## config.mk

```make
export PLATFORM = sky130hd
export DESIGN_NAME = fetch_unit
export DESIGN_NICKNAME = d
export VERILOG_FILES = /design/src/rtl/fetch_unit.sv
export SDC_FILE = /design/constraint.sdc
export NUM_CORES = 1
export LEC_CHECK = 0
export CAP_MARGIN = 20
export CORE_MARGIN = 8
export CORE_UTILIZATION = 60
export CTS_CLUSTER_SIZE = 28
export DETAILED_ROUTE_END_ITERATION = 6
export GPL_TIMING_DRIVEN = 0
export PLACE_DENSITY_LB_ADDON = 0.05
export REMOVE_ABC_BUFFERS = 1
export SYNTH_ARGS = -nofsm -noshare
export SYNTH_HDL_FRONTEND = slang
export SYNTH_SLANG_ARGS = --single-unit
```

## constraint.sdc

```tcl
create_clock -name clk -period 7.6 [get_ports clk]
set_input_delay 1.52 -clock clk [delete_from_list [all_inputs] [get_ports clk]]
set_output_delay 1.52 -clock clk [all_outputs]
set_load 0.05 [all_outputs]
```

## src/rtl/fetch_unit.sv

```systemverilog
// rtl/fetch_unit.sv - decoupled instruction fetcher with prefetch queue, credit flow control and redirect flush
module fetch_unit #(
    parameter int                 ADDR_W   = 32,
    parameter int                 INST_W   = 32,
    parameter int                 DEPTH    = 4,
    parameter logic [ADDR_W-1:0]  RESET_PC = '0
) (
    input  logic                      clk,
    input  logic                      rst,
    output logic                      imem_req,
    output logic [ADDR_W-1:0]         imem_addr,
    input  logic                      imem_gnt,
    input  logic                      imem_rvalid,
    input  logic [INST_W-1:0]         imem_rdata,
    input  logic                      redirect,
    input  logic [ADDR_W-1:0]         redirect_pc,
    output logic                      out_valid,
    output logic [INST_W-1:0]         out_inst,
    output logic [ADDR_W-1:0]         out_pc,
    input  logic                      out_ready,
    output logic [$clog2(DEPTH):0]    fifo_count
);

    localparam int PW = $clog2(DEPTH);
    localparam int CW = PW + 1;
    localparam logic [ADDR_W-1:0] STEP       = ADDR_W'(INST_W / 8);
    localparam logic [ADDR_W-1:0] ALIGN_MASK = ~(STEP - ADDR_W'(1));
    localparam logic [CW:0]       CREDITS    = (CW + 1)'(DEPTH);

    logic [ADDR_W-1:0] pc;
    logic [INST_W-1:0] q_inst [DEPTH];
    logic [ADDR_W-1:0] q_pc   [DEPTH];
    logic [ADDR_W-1:0] tag_pc [DEPTH];
    logic [PW-1:0]     rd_ptr, wr_ptr, tag_rd, tag_wr;
    logic [CW-1:0]     count, inflight, kill;
    logic [CW:0]       credit_used;
    logic              issue, enq, deq;

    // Credits cover both queued words and words still owed by memory, so the queue cannot overflow.
    assign credit_used = {1'b0, count} + {1'b0, inflight};
    assign imem_req    = !rst && !redirect && (credit_used < CREDITS);
    assign imem_addr   = pc;
    assign issue       = imem_req && imem_gnt;

    assign enq         = !rst && imem_rvalid && !redirect && (kill == '0);
    assign out_valid   = !rst && !redirect && (count != '0);
    assign deq         = out_valid && out_ready;

    assign out_inst    = q_inst[rd_ptr];
    assign out_pc      = q_pc[rd_ptr];
    assign fifo_count  = count;

    always_ff @(posedge clk) begin
        if (rst) begin
            pc       <= RESET_PC;
            count    <= '0;
            inflight <= '0;
            kill     <= '0;
            rd_ptr   <= '0;
            wr_ptr   <= '0;
            tag_rd   <= '0;
            tag_wr   <= '0;
        end else begin
            // The tag FIFO tracks every outstanding transaction, killed or not.
            if (issue)
                tag_wr <= tag_wr + PW'(1);
            if (imem_rvalid)
                tag_rd <= tag_rd + PW'(1);
            inflight <= inflight + CW'(issue) - CW'(imem_rvalid);

            if (redirect) begin
                pc     <= redirect_pc & ALIGN_MASK;
                count  <= '0;
                rd_ptr <= '0;
                wr_ptr <= '0;
                kill   <= inflight - CW'(imem_rvalid);
            end else begin
                if (issue)
                    pc <= pc + STEP;
                if (enq)
                    wr_ptr <= wr_ptr + PW'(1);
                if (deq)
                    rd_ptr <= rd_ptr + PW'(1);
                count <= count + CW'(enq) - CW'(deq);
                if (imem_rvalid && (kill != '0))
                    kill <= kill - CW'(1);
            end
        end
    end

    always_ff @(posedge clk) begin
        if (issue)
            tag_pc[tag_wr] <= pc;
        if (enq) begin
            q_inst[wr_ptr] <= imem_rdata;
            q_pc[wr_ptr]   <= tag_pc[tag_rd];
        end
    end

endmodule
```

Word-level counts from Yosys, hierarchy flattened
Memory sizes are Yosys's and may differ from the RTL's. A register that Yosys moved wholly into a read port is not among the register bits.
Cells that the tools add are included.
- add/subtract/negate cells: 12
- reductions and logical operators: 17
- mux-type cells: 14
- order comparisons: 1
- operators with widths (cell ; count):
    2-to-1 mux 32 bit ; 2
    adder 32 x 3 -> 32 bit, second input constant ; 1
    2-to-1 mux 2 bit ; 6
    logical AND 1 bit ; 9
    subtractor 3 x 1 -> 3 bit ; 3
    adder 2 x 1 -> 2 bit, second input constant ; 4
    adder 3 x 1 -> 3 bit ; 2
    2-to-1 mux 3 bit ; 2
    nonzero test 3 bit ; 2
    adder 3 x 3 -> 4 bit ; 1
    < comparator 4 x 3 -> 1 bit, second input constant ; 1
    2-to-1 mux 1 bit ; 4
    nonzero test 2 bit ; 2
    zero test 3 bit ; 1
    subtractor 3 x 1 -> 3 bit, second input constant ; 1
    zero test 1 bit ; 2
    OR reduction 2 bit ; 1
- memory bits (writable): 384
- output and inout bits: 101
- word-level logic and storage cells: 56
- memories: 3
- flip-flop bits (word level): 49
- memories (name ; words ; bits a word ; rd ports ; clocked after Yosys merged registers in ; write ports ; line ; source):
    q_inst ; 4 ; 32 ; 1 ; 1 ; 1 ; 31 ; logic [INST_W-1:0] q_inst [DEPTH];
    q_pc ; 4 ; 32 ; 1 ; 1 ; 1 ; 32 ; logic [ADDR_W-1:0] q_pc [DEPTH];
    tag_pc ; 4 ; 32 ; 1 ; 1 ; 1 ; 33 ; logic [ADDR_W-1:0] tag_pc [DEPTH];

Depth between registers and ports, before layout
- depth after elaboration: 6
- depth in mapped cells: 11

Worst setup path before layout
Ideal clock, no wire load.
- path type: in2out
- start point: input rst
- end point: output imem_req
- path buffers: 2
- data arrival time: 3223 ps
- stages on the path: 4
- slack: 2857 ps
- path through: buf_2 > or2_2 > clkbuf_1 > nor3_1
- longest elaborated chain between the ends: 3
- RTL lines (item ; line ; source):
    start: declaration ; 9 ; input logic rst,
    zero test 1 bit ; 41 ; assign imem_req = !rst && !redirect && (credit_used < CREDITS);
    logical AND 1 bit (2 in series) ; 41 ;
    end: declaration ; 10 ; output logic imem_req,
No other way between the ends.

Final worst setup path
- start point: input redirect
- end point: output imem_req
- longest elaborated chain between the ends: 3
- RTL lines (item ; line ; source):
    start: declaration ; 15 ; input logic redirect,
    zero test 1 bit ; 41 ;
    logical AND 1 bit (2 in series) ; 41 ;
No other way between the ends.

==> metrics.csv <==
stage,metric,value,unit
run_status,status,"complete, no violations",
cts,post-cts-setup-buffers,0,
setup_path,cp_data_required_time,6.08,ns
finish,register_area,12100,um^2
setup_path,crit_path_frequent_cell,clkdlybuf4s50_1,
route,wl_met1,13800,um
route,dr_total_vias,8515,
setup_path,start_kind,primary input,
setup_path,reg2reg_from,fifo_count[1],
route,drc,0,
timing,rsz0062_at_grt,no,
hold_path,min_from,tag_wr[1],
hold_path,hold_end,tag_wr[1],
finish,final_layout_size_suffix_gt1_frac,0.173,
timing,relSlewSlack,0.254,
finish,antennaDiodeCount,0,
setup_path,critPathMaxStageDelay,0.84,ns
timing,setup_slack,2.09,ns
hold_path,hold_depth,2,
placement,hpwl,20400,um
cts,post_cts_resized,0,
route,finalWirelength,32700,um
die,core_area,26700,um^2
route,wire_per_inst,23.5,um
route,top_layer,met4,
hold_path,hp-class,register to register,
finish,fill_cells,1627,
placement,pre_cts_slack,2.16,ns
pwr,total_power,4.98,mW
pwr,powerDensity,254,nW/um^2
synthesis,netlist_area,16200,um^2
timing,hold_viol,0,
route,met2_length,15900,um
cts,cts.htree.levels,2,
synthesis,synth_edf_count,368,
global_routing,grt-ovfl-total,0,
cts,cts_buffers,41,
finish,multi_input_area,3860,um^2
setup_path,cp_slowest_cell,clkdlybuf4s50_1,
synthesis,synth_ff_type,edfxtp_1,
route,vias_per_cell,6.11,
die,die-area,32500,um^2
synthesis,synth_cell_types,58,
timing,clock_skew,0.0185,ns
setup_path,path_class,primary input to primary output,
global_routing,grt_pass1_wl,51300,um
setup_path,r2r_cells,10,
job,maxCapViolCount,0,
cts,cts_root_buf,clkbuf_16,
cts,clockBufferDepth,3,
timing,fin_crit_sh,0.725,
setup_path,critPathArrivalTime,3.99,ns
route,drtPass1Iterations,5,
route,dr_wl_met3,1890,um
cts,insertion_delay,0.54,ns
timing,finalSetupViolations,0,
setup_path,cp_max_fo,17,
global_routing,antenna_found_initial,0,
finish,design_area,19600,um^2
synthesis,ys_warn_count,0,
die,rows,60,
die,start_util,0.605,
setup_path,path_cells,clkdlybuf4s50_1 -> or2_2 -> nor3_1 -> clkdlybuf4s50_1,
timing,setup_tns,0,ns
pwr,cellLeakagePower,6.27,nW
setup_path,r2r_end,inflight[2],
die,ioPinCount,171,
cts,clock_sinks,419,
timing,tightest_slew,1.11,ns
global_routing,grt_usage,0.203,
synthesis,synthArstFlopShare,0,
route,antenna_left,0,
setup_path,end_kind,primary output,
global_routing,grt_pass1_vias,9092,
finish,nets,1111,
timing,drv_slew,0,
placement,io_buffers,164,
synthesis,syn_inst,843,
synthesis,ys_seq_elements,419,
setup_path,regToRegSetupSlack,4.10,ns
route,drtIter0Drc,587,
synthesis,seq_area_frac_synth,0.746,
timing,final.min_clock_period,5.51,ns
cts,postCtsHoldBufs,0,
finish,fin_cells,1394,
placement,globalplace.congestion,0.845,
die,die_y,180,um
finish,syn_to_final_growth,21.0,%
timing,max_freq,0.181,GHz
die,die_x,180,um
cts,path_clk_slew,0.06,ns
placement,dp.cells,1318,
global_routing,grt_max_degree,46,
placement,placed_cell_area,18300,um^2
pwr,peakVddDrop,183,uV
synthesis,avgSynthCellArea,19.2,um^2
cts,cts_tree,built,
## power breakdown
| part | internal (mW) | total [mW] | switching [mW] |
|---|---|---|---|
| Combinational | 0.161 | 0.389 | 0.227 |
| Sequential | 2.57 | 2.63 | 0.0562 |
| Clock | 1.14 | 1.96 | 0.818 |
## critical path, delay by kind of cell
| kind | cells | cell delay (ns) |
|---|---|---|
| simple gates | 2 | 0.82 |
| buf+inv | 2 | 1.64 |
## state kept, by name, summed over array words and instances (netlist names), named ones only
| signal | count |
|---|---|
| fifo_count | 3 |
| imem_addr | 30 |
| inflight | 3 |
| kill | 3 |
| q_inst | 128 |
| q_pc | 120 |
| rd_ptr | 2 |
| tag_pc | 120 |
| tag_rd | 2 |
| tag_wr | 2 |
| wr_ptr | 2 |
## synthesized netlist by cell type (2+ instances only)
cell type | n | area share
mux2i_1 | 4 | 0.0025
mux2_2 | 3 | 0.0021
edfxtp_1 | 368 | 0.68
a21oi_1 | 16 | 0.0050
ha_1 | 19 | 0.015
and3_1 | 9 | 0.0035
nor2_1 | 36 | 0.0084
buf_2 | 2 | 0.00062
clkbuf_1 | 22 | 0.0051
nor3_1 | 11 | 0.0034
xor2_1 | 4 | 0.0022
a211o_1 | 2 | 0.0011
a31oi_1 | 7 | 0.0027
or3_1 | 4 | 0.0015
dfxtp_1 | 51 | 0.063
nor4_1 | 2 | 0.00077
nor2b_1 | 3 | 0.0012
nand4_1 | 15 | 0.0058
nand2_1 | 31 | 0.0072
a311oi_1 | 2 | 0.0011
a32oi_1 | 2 | 0.0011
nor3b_1 | 2 | 0.00093
xnor2_1 | 11 | 0.0060
inv_1 | 22 | 0.0051
a311o_1 | 2 | 0.0012
o311ai_0 | 3 | 0.0016
a211oi_1 | 4 | 0.0019
buf_1 | 13 | 0.0030
fa_1 | 2 | 0.0025
or4_1 | 2 | 0.00093
and2_1 | 15 | 0.0058
buf_4 | 4 | 0.0019
o21ai_0 | 9 | 0.0028
nand3_1 | 16 | 0.0050
a222oi_1 | 4 | 0.0025
mux4_2 | 92 | 0.13
o211ai_1 | 5 | 0.0023
a2bb2oi_1 | 2 | 0.0011
or2_2 | 2 | 0.00077
a22oi_1 | 2 | 0.00093
## cells in the final DEF (no fill, tap or decap), types with 5 or more instances in the layout
cell / count
edfxtp_1: 368
clkdlybuf4s50_1: 163
mux4_2: 92
dfxtp_1: 47
clkbuf_16: 43
nor2_1: 36
nand2_1: 31
inv_1: 22
ha_1: 19
nand3_1: 16
a21oi_1: 16
nand4_1: 15
nor3_1: 11
xnor2_1: 11
o21ai_0: 9
and3_1: 9
clkbuf_1: 9
clkinv_1: 8
clkinv_2: 8
and2_1: 7
a31oi_1: 7
buf_12: 6
o211ai_1: 5
## per-layer routing
layer | up-vias | track usage
li1 | 3756 | -
met1 | 4369 | 0.268
met2 | 325 | 0.333
met3 | 65 | 0.0395
met4 | 0 | 0.0734
met5 | - | 0
## cells by family after synthesis
| kind of cell | after synthesis | synth area share |
|---|---|---|
| other cells | 1 | 0.000232 |
| xor+xnor | 15 | 0.00812 |
| fa+ha+maj | 21 | 0.0172 |
| flops | 419 | 0.746 |
| simple gates | 155 | 0.0493 |
| mux | 99 | 0.133 |
| buf+inv | 65 | 0.0166 |
| compound gates | 68 | 0.0296 |
## through the flow
stage	hold WS [ns]	util
after CTS	0.516	0.732
after global routing	0.558	0.732
after global placement	0.476	0.676
after detailed placement	0.508	0.683
final	0.511	0.732
after floorplan	0.463	-
## cell type report
type / count / share of cell area
Sequential cell: 419 / 0.617
Multi-Input combinational cell: 362 / 0.197
Timing Repair Buffer: 173 / 0.0923
Clock inverter: 24 / 0.0104
Tap cell: 341 / 0.0218
Clock buffer: 52 / 0.0567
Inverter: 23 / 0.00441
## how the worst max path moves through the flow
stage,startpoint,to,cells after the start
floorplan,register,out_inst[0],1
global placement,rst,q_inst[0][9],4
global route,redirect,imem_req,4
finish,redirect,imem_req,4
CTS,redirect,imem_req,4
detailed placement,redirect,imem_req,4
No activity file was read; power rests on OpenSTA's default activity.
